**config.mk**
```make
export PLATFORM = sky130hd
export DESIGN_NAME = bcd
export DESIGN_NICKNAME = d
export VERILOG_FILES = /design/src/rtl/bcd_pkg.sv /design/src/rtl/bcd_seg_lut.sv /design/src/rtl/bcd.sv
export SDC_FILE = /design/constraint.sdc
export NUM_CORES = 1
export LEC_CHECK = 0
export BUFFER_PORTS_ARGS = -buffer_cell sky130_fd_sc_hd__buf_2
export CORE_AREA = 2 2 39 41
export CTS_BUF_LIST = sky130_fd_sc_hd__clkbuf_16
export DETAILED_ROUTE_END_ITERATION = 16
export DIE_AREA = 0 0 41 43
export GPL_ROUTABILITY_DRIVEN = 0
export HOLD_SLACK_MARGIN = 0.15
export PLACE_DENSITY = 0.63
export SLEW_MARGIN = 20
export SYNTH_ARGS = -nofsm -noshare
export SYNTH_HDL_FRONTEND = slang
export SYNTH_SLANG_ARGS = --single-unit
export TNS_END_PERCENT = 1
```
**constraint.sdc**
```tcl
create_clock -name clk -period 1.3 [get_ports clk]
set_clock_uncertainty 0.05 [all_clocks]
set_input_delay 0.13 -clock clk [delete_from_list [all_inputs] [get_ports clk]]
set_output_delay 0.13 -clock clk [all_outputs]
set_load 0.005 [all_outputs]
```
**src/rtl/bcd_pkg.sv**
```systemverilog
// Shared widths, 7-segment glyph constants and segment bit positions for the
// BCD display decoder. Glyphs are active-high, packed as {a,b,c,d,e,f,g}.
package bcd_pkg;

  localparam int SEG_W = 7;
  localparam int BCD_W = 4;

  localparam int SEG_A_BIT = 6;
  localparam int SEG_B_BIT = 5;
  localparam int SEG_C_BIT = 4;
  localparam int SEG_D_BIT = 3;
  localparam int SEG_E_BIT = 2;
  localparam int SEG_F_BIT = 1;
  localparam int SEG_G_BIT = 0;

  localparam logic [SEG_W-1:0] SEG_0     = 7'b1111110;
  localparam logic [SEG_W-1:0] SEG_1     = 7'b0110000;
  localparam logic [SEG_W-1:0] SEG_2     = 7'b1101101;
  localparam logic [SEG_W-1:0] SEG_3     = 7'b1111001;
  localparam logic [SEG_W-1:0] SEG_4     = 7'b0110011;
  localparam logic [SEG_W-1:0] SEG_5     = 7'b1011011;
  localparam logic [SEG_W-1:0] SEG_6     = 7'b1011111;
  localparam logic [SEG_W-1:0] SEG_7     = 7'b1110000;
  localparam logic [SEG_W-1:0] SEG_8     = 7'b1111111;
  localparam logic [SEG_W-1:0] SEG_9     = 7'b1111011;
  localparam logic [SEG_W-1:0] SEG_A     = 7'b1110111;
  localparam logic [SEG_W-1:0] SEG_B     = 7'b0011111;
  localparam logic [SEG_W-1:0] SEG_C     = 7'b1001110;
  localparam logic [SEG_W-1:0] SEG_D     = 7'b0111101;
  localparam logic [SEG_W-1:0] SEG_E     = 7'b1001111;
  localparam logic [SEG_W-1:0] SEG_F     = 7'b1000111;
  localparam logic [SEG_W-1:0] SEG_BLANK = 7'b0000000;

endpackage

```
**src/rtl/bcd_seg_lut.sv**
```systemverilog
// Combinational digit-to-segment lookup. Define HEX_DIGITS_EN to show glyphs
// A-F for codes 10-15; otherwise those codes blank the display.
module bcd_seg_lut
  import bcd_pkg::*;
(
  input  logic [BCD_W-1:0] bcd_in,
  output logic [SEG_W-1:0] seg,
  output logic             invalid
);

  // Digit decode; the default arm also catches unknown inputs so nothing latches
  always_comb begin
    seg     = SEG_BLANK;
    invalid = 1'b1;
    case (bcd_in)
      4'd0:  begin seg = SEG_0; invalid = 1'b0; end
      4'd1:  begin seg = SEG_1; invalid = 1'b0; end
      4'd2:  begin seg = SEG_2; invalid = 1'b0; end
      4'd3:  begin seg = SEG_3; invalid = 1'b0; end
      4'd4:  begin seg = SEG_4; invalid = 1'b0; end
      4'd5:  begin seg = SEG_5; invalid = 1'b0; end
      4'd6:  begin seg = SEG_6; invalid = 1'b0; end
      4'd7:  begin seg = SEG_7; invalid = 1'b0; end
      4'd8:  begin seg = SEG_8; invalid = 1'b0; end
      4'd9:  begin seg = SEG_9; invalid = 1'b0; end
`ifdef HEX_DIGITS_EN
      4'd10: begin seg = SEG_A; invalid = 1'b1; end
      4'd11: begin seg = SEG_B; invalid = 1'b1; end
      4'd12: begin seg = SEG_C; invalid = 1'b1; end
      4'd13: begin seg = SEG_D; invalid = 1'b1; end
      4'd14: begin seg = SEG_E; invalid = 1'b1; end
      4'd15: begin seg = SEG_F; invalid = 1'b1; end
`else
      4'd10, 4'd11, 4'd12, 4'd13, 4'd14, 4'd15: begin
        seg     = SEG_BLANK;
        invalid = 1'b1;
      end
`endif
      default: begin
        seg     = SEG_BLANK;
        invalid = 1'b1;
      end
    endcase
  end

endmodule

```
**src/rtl/bcd.sv**
```systemverilog
// BCD to 7-segment decoder top: combinational decode plus a registered copy
// for glitch-free display pins. HEX_DIGITS_EN selects hex glyphs in the LUT.
module bcd
  import bcd_pkg::*;
(
  input  logic             clk,
  input  logic             rst_n,
  output logic [SEG_W-1:0] seg,
  input  logic [BCD_W-1:0] bcd_in,
  output logic             invalid,
  output logic [SEG_W-1:0] seg_q,
  output logic             invalid_q
);

  logic [SEG_W-1:0] seg_s;
  logic             invalid_s;
  logic [SEG_W-1:0] seg_r;
  logic             invalid_r;

  bcd_seg_lut u_lut (
    .bcd_in  (bcd_in),
    .seg     (seg_s),
    .invalid (invalid_s)
  );

  // Display register stage: loads every edge, cleared immediately by reset
  always_ff @(posedge clk or negedge rst_n) begin
    if (!rst_n) begin
      seg_r     <= SEG_BLANK;
      invalid_r <= 1'b0;
    end else begin
      seg_r     <= seg_s;
      invalid_r <= invalid_s;
    end
  end

  assign seg       = seg_s;
  assign invalid   = invalid_s;
  assign seg_q     = seg_r;
  assign invalid_q = invalid_r;

endmodule

```
==> results of run 1 <==
[registers in the layout (all words and copies together), names as in the netlist]
register	count
seg_q	7
invalid_q	1
[routing by layer]
| metal | routed length (µm) | up-vias |
|---|---|---|
| met5 | 0 | - |
| met4 | 30 | 0 |
| met3 | 89 | 4 |
| met2 | 463 | 16 |
| met1 | 259 | 163 |
| li1 | - | 166 |
[repair_timing]
action | 4_1_cts | 5_1_grt
endpoints found under the setup margin | 0 | 0
hold endpoints to repair | 8 | 0
setup buffers | 0 | 0
hold buffers | 1 | 0
[layout make-up]
class / instances / area [µm²] / area share (%)
Clock buffer: 3 / 75.1 / 11.8
Inverter: 5 / 18.8 / 2.94
Timing Repair Buffer: 23 / 123 / 19.2
Multi-Input combinational cell: 21 / 201 / 31.6
Tap cell: 16 / 20.0 / 3.14
Sequential cell: 8 / 200 / 31.4
[path summary, 6_finish.rpt]
kind,end,slack [ps],cells past startpoint
worst max-delay path,seg[5],100,5
worst min-delay path,seg_q[0],190,2
max in group asynchronous,seg_q[0],810,2
min in group asynchronous,invalid_q,230,2
[logic make-up after synthesis]
kind of cell	count (synthesis)	share of synthesized area (%)
AND/OR/NAND/NOR	3	5.37
XOR/XNOR	1	1.98
multiplexers	1	2.26
flip-flops	8	45.2
AO/OA/AOI/OAI	10	18.9
adder cells (fa/ha/maj)	6	16.9
buffers and inverters	7	9.32
[power breakdown]
group / internal, mW / total, mW / switching (mW)
registers: 0.271 / 0.276 / 0.00438
logic: 0.0656 / 0.136 / 0.0706
clock network: 0.396 / 0.512 / 0.116
total: 0.733 / 0.924 / 0.191
[worst max-delay path: cells and delay by family]
family | cells | cell delay, ps
buffers and inverters | 3 | 340
adders and majority gates | 1 | 310
AOI/OAI and AO/OA | 1 | 230
[synthesized netlist by cell type (all sizes together)]
cell and instances:
o22ai 5, nand2b 1, inv 5, xnor2 1, ha 6, o21ai 1, buf 2, dfrtp 8
nor2 2, a21o 1, a21oi 2, mux2i 1, o21a 1
[stage by stage]
stage,setup slack [ps],area [µm²]
detailed placement,82.8,553
CTS,82.8,638
floorplan,398,443
global placement,133,553
finish,103,638
global route,19.2,638
==> reports/qor.yml, run 1 <==
clockBufferDepth: 2
ant_nets: 0
die_width_um: 41
dieArea_um2: 1760
io_buffers: 21
met1_usage_pct: 9.00
power_density_nw_per_um2: 1450
vias_per_cell: 4.59
met2_usage_pct: 19.4
start_util_pct: 32.0
cts-root-buf: "clkbuf_16"
grt_pass1_vias: 318
syn_inst: 36
clk_pin_slew_ps: 40
synth_cell_types: 16
whs_ps: 190
maxClockFrequency_mhz: 835
ioPinCount: 22
cp.arrival_ps: 1020
vias: 349
synth.top_cell.area_share_pct: 45.2
antenna_found_initial: 0
synth_area_per_cell_um2: 12.3
finalPower_uw: 924
fin_nets: 74
ys_seq_elements: 8
coreArea_um2: 1380
ys_warn_count: 0
numClockSinks: 8
netlist_area_um2: 443
area_growth_pct: 44.1
synthTopCellsByArea: "dfrtp_1 45%, ha_1 17%, o22ai_1 5.6%, buf_6 5.1%, a21oi_2 4.0%"
ir_worst_vdd_mv: 0.630
wl_um: 842
cap_violations: 0
track_usage_pct: 11.7
grt_pass1_wl_mm: 1.30
hold_start: "bcd_in[2]"
die_height_um: 43
path_cells: "buf_2 > inv_1 > ha_1 > o21ai_0 > buf_2"
cp.required_ps: 1120
cp-start-kind: "input port"
cp-startpoint: "bcd_in[0]"
crit_top_cell: "buf_2"
status: "completed"
dp.cells: 72
post_cts_resized: 0
core.rowCount: 14
dr.first_iter.drc_count: 1
fin_crit_ps: 1200
hpwl_um: 727
n_antenna_cell: 0
use_met3_pct: 4.71
leakage_nw: 0.342
gr-max-usage-layer: "met2"
crit_type: "in -> out"
yosysTopAreaCell: "dfrtp_1"
htreeDepth: 1
synth_fp_nets: 48
end_kind: "output port"
relSlewSlack_pct: 85.1
drive_above_1_share_pct: 55.0
cpPeakStageDelay_ps: 310
cts_tree: "built"
drt_pass1_iterations: 3
slowest_stage: "ha_1"
cts_made_buffers: 3
seq_area_frac_synth_pct: 45.2
finalCritPeriodShare_pct: 92.1
rsz0062_at_grt: "false"
final_cell_mix: "21 x buf_2, 8 x dfrtp_1, 6 x ha_1, 4 x inv_1, 4 x o22ai_1"
final-setup-viol-count: 0
n_fill_cell: 134
fin_util_pct: 46.1
grt_overflow: 0
layout.cells.most_common: "buf_2"
critPathMaxFanout: 4
hold_violations: 0
final_cells: 76
slew_viol_final: 0
worst_pin_slew_ps: 222
grt_max_degree: 11
routedWlPerCell_um: 11.1
tns_ps: 0
hp-class: "in -> reg"
drc: 0
Power figures use the tool's default switching activity.
==> run 2, diff against run 1 <==
- GPL_TIMING_DRIVEN: unset -> 0
==> reports/qor.yml, run 2 (synthesis results as in run 1) <==
track_usage_pct: 13.9  # was 11.7%
ir_worst_vdd_mv: 0.404  # was 0.630 mV
worst_pin_slew_ps: 257  # was 222 ps
met1_usage_pct: 12.0  # was 9.00%
ant_nets: 0  # unchanged
htreeDepth: 1  # unchanged
gr-max-usage-layer: "met2"  # unchanged
numClockSinks: 8  # unchanged
placed_cell_area_um2: 558  # was 553 µm²
cts-root-buf: "clkbuf_16"  # unchanged
maxClockFrequency_mhz: 817  # was 835 MHz
slew_viol_final: 0  # unchanged
critPathBufInv: 3  # unchanged
hold_violations: 0  # unchanged
dp.cells: 71  # was 72
holdPathStages: 2  # unchanged
cts_tree: "built"  # unchanged
status: "completed"  # unchanged
antenna_found_initial: 0  # unchanged
grt_pass1_vias: 385  # was 318
cp-start-kind: "input port"  # unchanged
n_antenna_cell: 0  # unchanged
hold_start: "bcd_in[3]"  # was bcd_in[2]
met2_usage_pct: 25.9  # was 19.4%
hold_end: "seg_q[5]"  # was seg_q[0]
final_cells: 78  # was 76
drt_pass1_iterations: 2  # was 3
wl_mm: 1.09  # was 842 µm
cap_violations: 0  # unchanged
hp-class: "in -> reg"  # unchanged
grt_pass1_wl_mm: 1.62  # was 1.30 mm
dp_slack_ps: 28.7  # was 82.8 ps
cp.required_ps: 1120  # about the same
crit_top_cell: "buf_2"  # unchanged
largest_reg_flops: 7  # unchanged
die_height_um: 43  # unchanged
cts_made_buffers: 3  # unchanged
final_cell_mix: "18 x buf_2, 8 x dfrtp_1, 6 x ha_1"  # was 21 x buf_2, 8 x dfrtp_1, 6 x ha_1, 4 x inv_1, 4 x o22ai_1
drc: 0  # unchanged
slowest_stage: "o22ai_1"  # was ha_1
cp.arrival_ps: 1040  # was 1020 ps
use_met3_pct: 3.14  # was 4.71%
path_cells: "buf_2 > inv_1 > ha_1 > mux2i_1 > o22ai_1 > buf_2"  # was buf_2 > inv_1 > ha_1 > o21ai_0 > buf_2
grt_overflow: 0  # unchanged
clk_pin_slew_ps: 40  # about the same
critPathMaxFanout: 4  # unchanged
design_area_um2: 694  # was 638 µm²
layout.cells.most_common: "buf_2"  # unchanged
io_buffers: 19  # was 21
die_width_um: 41  # unchanged
cpPeakStageDelay_ps: 230  # was 310 ps
core.rowCount: 14  # unchanged
area_growth_pct: 56.8  # was 44.1%
clockBufferDepth: 2  # unchanged
tns_ps: 0  # unchanged
dieArea_um2: 1760  # unchanged
coreArea_um2: 1380  # unchanged
leakage_nw: 0.364  # was 0.342 nW
drive_above_1_share_pct: 56.5  # was 55.0%
power_density_nw_per_um2: 1380  # was 1450 nW/µm²
ioPinCount: 22  # unchanged
path_depth: 6  # was 5
end_kind: "output port"  # unchanged
vias: 370  # was 349
vias_per_cell: 4.74  # was 4.59
crit_family: "buffers and inverters"  # unchanged
rsz0062_at_grt: "false"  # unchanged
fin_nets: 76  # was 74
routedWlPerCell_um: 13.9  # was 11.1 µm
finalPower_uw: 958  # was 924 µW
finalCritPeriodShare_pct: 94.1  # was 92.1%
cts_hold_buf: 4  # was 1
crit_type: "in -> out"  # unchanged
relSlewSlack_pct: 82.9  # was 85.1%
fin_crit_ps: 1220  # was 1200 ps
fin_ws_ps: 76.2  # was 103 ps
grt_max_degree: 11  # unchanged
final-setup-viol-count: 0  # unchanged
dr.first_iter.drc_count: 1  # unchanged
start_util_pct: 32.0  # unchanged
postCtsSetupRepairBufs: 0  # unchanged
-- run 2: changes by cell type in the layout (fill, tap and decap cells not counted) --
cell / previous run / this run
buf_6: 0 / 2
dlygate4sd3_1: 1 / 4
o22ai_1: 4 / 1
o21ai_1: 0 / 1
o21ai_0: 1 / 0
o22ai_2: 1 / 4
buf_2: 21 / 18
-- run 2: metal layers --
layer	routed length [µm]	share of wire, %
met5	0	0
met4	14	1.3
met2	618	57
met1	383	35
met3	72	6.6
-- run 2: worst max-delay path by stage --
stage	startpoint	to	slack (ps)
after detailed placement	bcd_in[1]	seg[3]	30
after CTS	bcd_in[1]	seg[6]	8
after global placement	bcd_in[1]	seg[5]	60
final	bcd_in[0]	seg[1]	80
after global routing	bcd_in[1]	seg[1]	20
after floorplan	bcd_in[0]	seg[5]	400
-- run 2: cell type report --
type | count | area (µm²)
Fill cell | 119 | 689
Timing Repair Buffer | 23 | 138
Inverter | 5 | 18.8
Tap cell | 16 | 20.0
Sequential cell | 8 | 200
Multi-Input combinational cell | 21 | 220
Buffer | 2 | 22.5
Clock buffer | 3 | 75.1
-- run 2: what timing repair did --
action	4_1_cts	5_1_grt
cloned	0	0
setup endpoints to repair	1	4
endpoints found under the hold margin	14	2
pin swaps	0	0
resized for setup	1	5
-- run 2: through the flow --
stage                     hold slack (ps)  util (%)
final                                 128      50.2
after global routing                  145      50.2
after CTS                             114      49.1
after detailed placement            -73.3      40.3
after global placement              -80.5      40.3
after floorplan                      -216         -
-- run 2: report_power, final --
group          leakage, nW  internal, mW  switching (mW)
combinational        0.230        0.0820          0.0810
clock               0.0370         0.397           0.122
sequential          0.0971         0.271         0.00565
total                0.364         0.750           0.208
==> run 3, diff against run 2 <==
- CORE_AREA: 2 2 39 41 -> 8 8 45 47
- DIE_AREA: 0 0 41 43 -> 0 0 53 55
- PLACE_DENSITY: 0.63 -> 0.66
- clock period: 1.3 -> 1.1 ns (I/O delays scaled with it)
==> reports/qor.yml, run 3 (synthesis results as in run 1) <==
status: "completed"  # unchanged
fin_nets: 77  # was 76
coreArea_um2: 1380  # unchanged
holdPathStages: 2  # unchanged
dr.first_iter.drc_count: 2  # was 1
crit_type: "in -> out"  # unchanged
path_cells: "buf_6 > inv_4 > ha_2 > nor2_2 > a21oi_2 > o22ai_2 > buf_2"  # was buf_2 > inv_1 > ha_1 > mux2i_1 > o22ai_1 > buf_2
numClockSinks: 8  # unchanged
end_kind: "output port"  # unchanged
antenna_found_initial: 0  # unchanged
final_cell_mix: "18 x buf_2, 8 x dfrtp_1, 5 x ha_1, 4 x o22ai_2"  # was 18 x buf_2, 8 x dfrtp_1, 6 x ha_1
wl_mm: 1.17  # was 1.09 mm
largest_reg_flops: 7  # unchanged
grt_max_degree: 11  # unchanged
slew_viol_final: 0  # unchanged
core.rowCount: 14  # unchanged
cts_hold_buf: 3  # was 4
n_antenna_cell: 0  # unchanged
area_growth_pct: 61.3  # was 56.8%
clk_pin_slew_ps: 30  # was 40 ps
finalPower_mw: 1.14  # was 958 µW
dp_slack_ps: -173  # was 28.7 ps
drc: 0  # unchanged
power_density_nw_per_um2: 1590  # was 1380 nW/µm²
vias: 368  # was 370
final-setup-viol-count: 0  # unchanged
pwr-share-clk_pct: 53.0  # was 54.1%
start_util_pct: 32.0  # unchanged
relSlewSlack_pct: 86.5  # was 82.9%
ant_nets: 0  # unchanged
routedWlPerCell_um: 14.8  # was 13.9 µm
layout.cells.most_common: "buf_2"  # unchanged
ioPinCount: 22  # unchanged
cp.required_ps: 940  # was 1120 ps
ir_worst_vdd_mv: 0.592  # was 0.404 mV
hold_start: "bcd_in[3]"  # unchanged
fin_crit_ps: 1100
cpPeakStageDelay_ps: 180  # was 230 ps
critPathBufInv: 3  # unchanged
dieArea_um2: 2920  # was 1760 µm²
switchingPower_uw: 243  # was 208 µW
hold_end: "seg_q[5]"  # unchanged
dp.cells: 71  # unchanged
die_height_um: 55  # was 43 µm
hold_violations: 0  # unchanged
grt_overflow: 0  # unchanged
cts_tree: "built"  # unchanged
tns_ps: 0  # unchanged
finalCritPeriodShare_pct: 99.8
vias_per_cell: 4.66  # was 4.74
io_buffers: 19  # unchanged
power_frac_comb_pct: 18.3  # was 17.0%
critPathMaxFanout: 7  # was 4
cts_made_buffers: 3  # unchanged
cp-start-kind: "input port"  # unchanged
multi_input_area_um2: 226  # was 220 µm²
leakage_nw: 0.378  # was 0.364 nW
p_sw_share_pct: 21.4  # was 21.7%
grt_pass1_wl_mm: 1.80  # was 1.62 mm
die_width_um: 53  # was 41 µm
drt_pass1_iterations: 3  # was 2
cap_violations: 0  # unchanged
slowest_stage: "a21oi_2"  # was o22ai_1
cts-root-buf: "clkbuf_16"  # unchanged
hp-class: "in -> reg"  # unchanged
intPower_uw: 896  # was 750 µW
track_usage_pct: 8.90  # was 13.9%
grt_pass1_vias: 377  # was 385
maxClockFrequency_mhz: 910
register_area_um2: 200  # unchanged
hpwl_um: 803
p_seq_share_pct: 28.7  # was 28.9%
n_fill_cell: 122  # was 119
cp.arrival_ps: 940  # was 1040 ps
htreeDepth: 1  # unchanged
rsz0062_at_grt: "true"  # was false
drive_above_1_share_pct: 63.5  # was 56.5%
crit_family: "buffers and inverters"  # unchanged
fin_ws_ps: 1.69  # was 76.2 ps
final_cells: 79  # was 78
clockBufferDepth: 2  # unchanged
worst_pin_slew_ps: 203  # was 257 ps
[run 3: worst max path at each step]
| stage | slack [ps] | depth (start not counted) | end | start |
|---|---|---|---|---|
| floorplan | 230 | 3 | seg_q[5] | bcd_in[0] |
| global placement | -110 | 7 | seg[6] | bcd_in[1] |
| detailed placement | -170 | 7 | seg[3] | bcd_in[1] |
| CTS | -20 | 5 | seg[5] | bcd_in[0] |
| global route | -70 | 7 | seg[3] | bcd_in[1] |
| finish | 2 | 7 | seg[3] | bcd_in[1] |
[run 3: what timing repair did]
action,CTS,global route
gates resized for setup,6,5
hold endpoints to repair,14,4
setup buffers,1,1
endpoints found under the setup margin,4,6
pin swaps,2,2
[run 3: metal layers]
metal / track usage, % / routed length [µm] / up-vias
met5: 0 / 0 / -
met4: 7.76 / 33 / 0
met3: 4.55 / 158 / 5
met2: 14.6 / 584 / 18
met1: 8.02 / 396 / 172
li1: - / - / 173
[run 3: through the flow]
stage                     util (%)  hold slack [ps]  area [µm²]
final                         51.6             90.5         714
after global placement        40.3             -101         558
after detailed placement      40.3            -91.6         558
after global routing          51.6             90.8         714
after CTS                     50.1             82.5         693
after floorplan                  -             -236         443
[run 3: cell type report]
| type | instances | area share (%) |
|---|---|---|
| inverter | 5 | 2.98 |
| multi-input combinational | 21 | 31.7 |
| sequential | 8 | 28.0 |
| clock buffer | 3 | 10.5 |
| buffer | 2 | 3.15 |
| timing repair buffer | 24 | 20.8 |
| tap | 16 | 2.80 |
[run 3: power groups by stage]
| stage | Combinational [mW] | Sequential [mW] | Clock [mW] |
|---|---|---|---|
| after CTS | 0.199 | 0.327 | 0.611 |
| after detailed placement | 0.166 | 0.330 | 0 |
| after global routing | 0.227 | 0.329 | 0.634 |
| final | 0.209 | 0.327 | 0.603 |
| after global placement | 0.162 | 0.328 | 0 |
| after floorplan | 0.0832 | 0.335 | 0 |
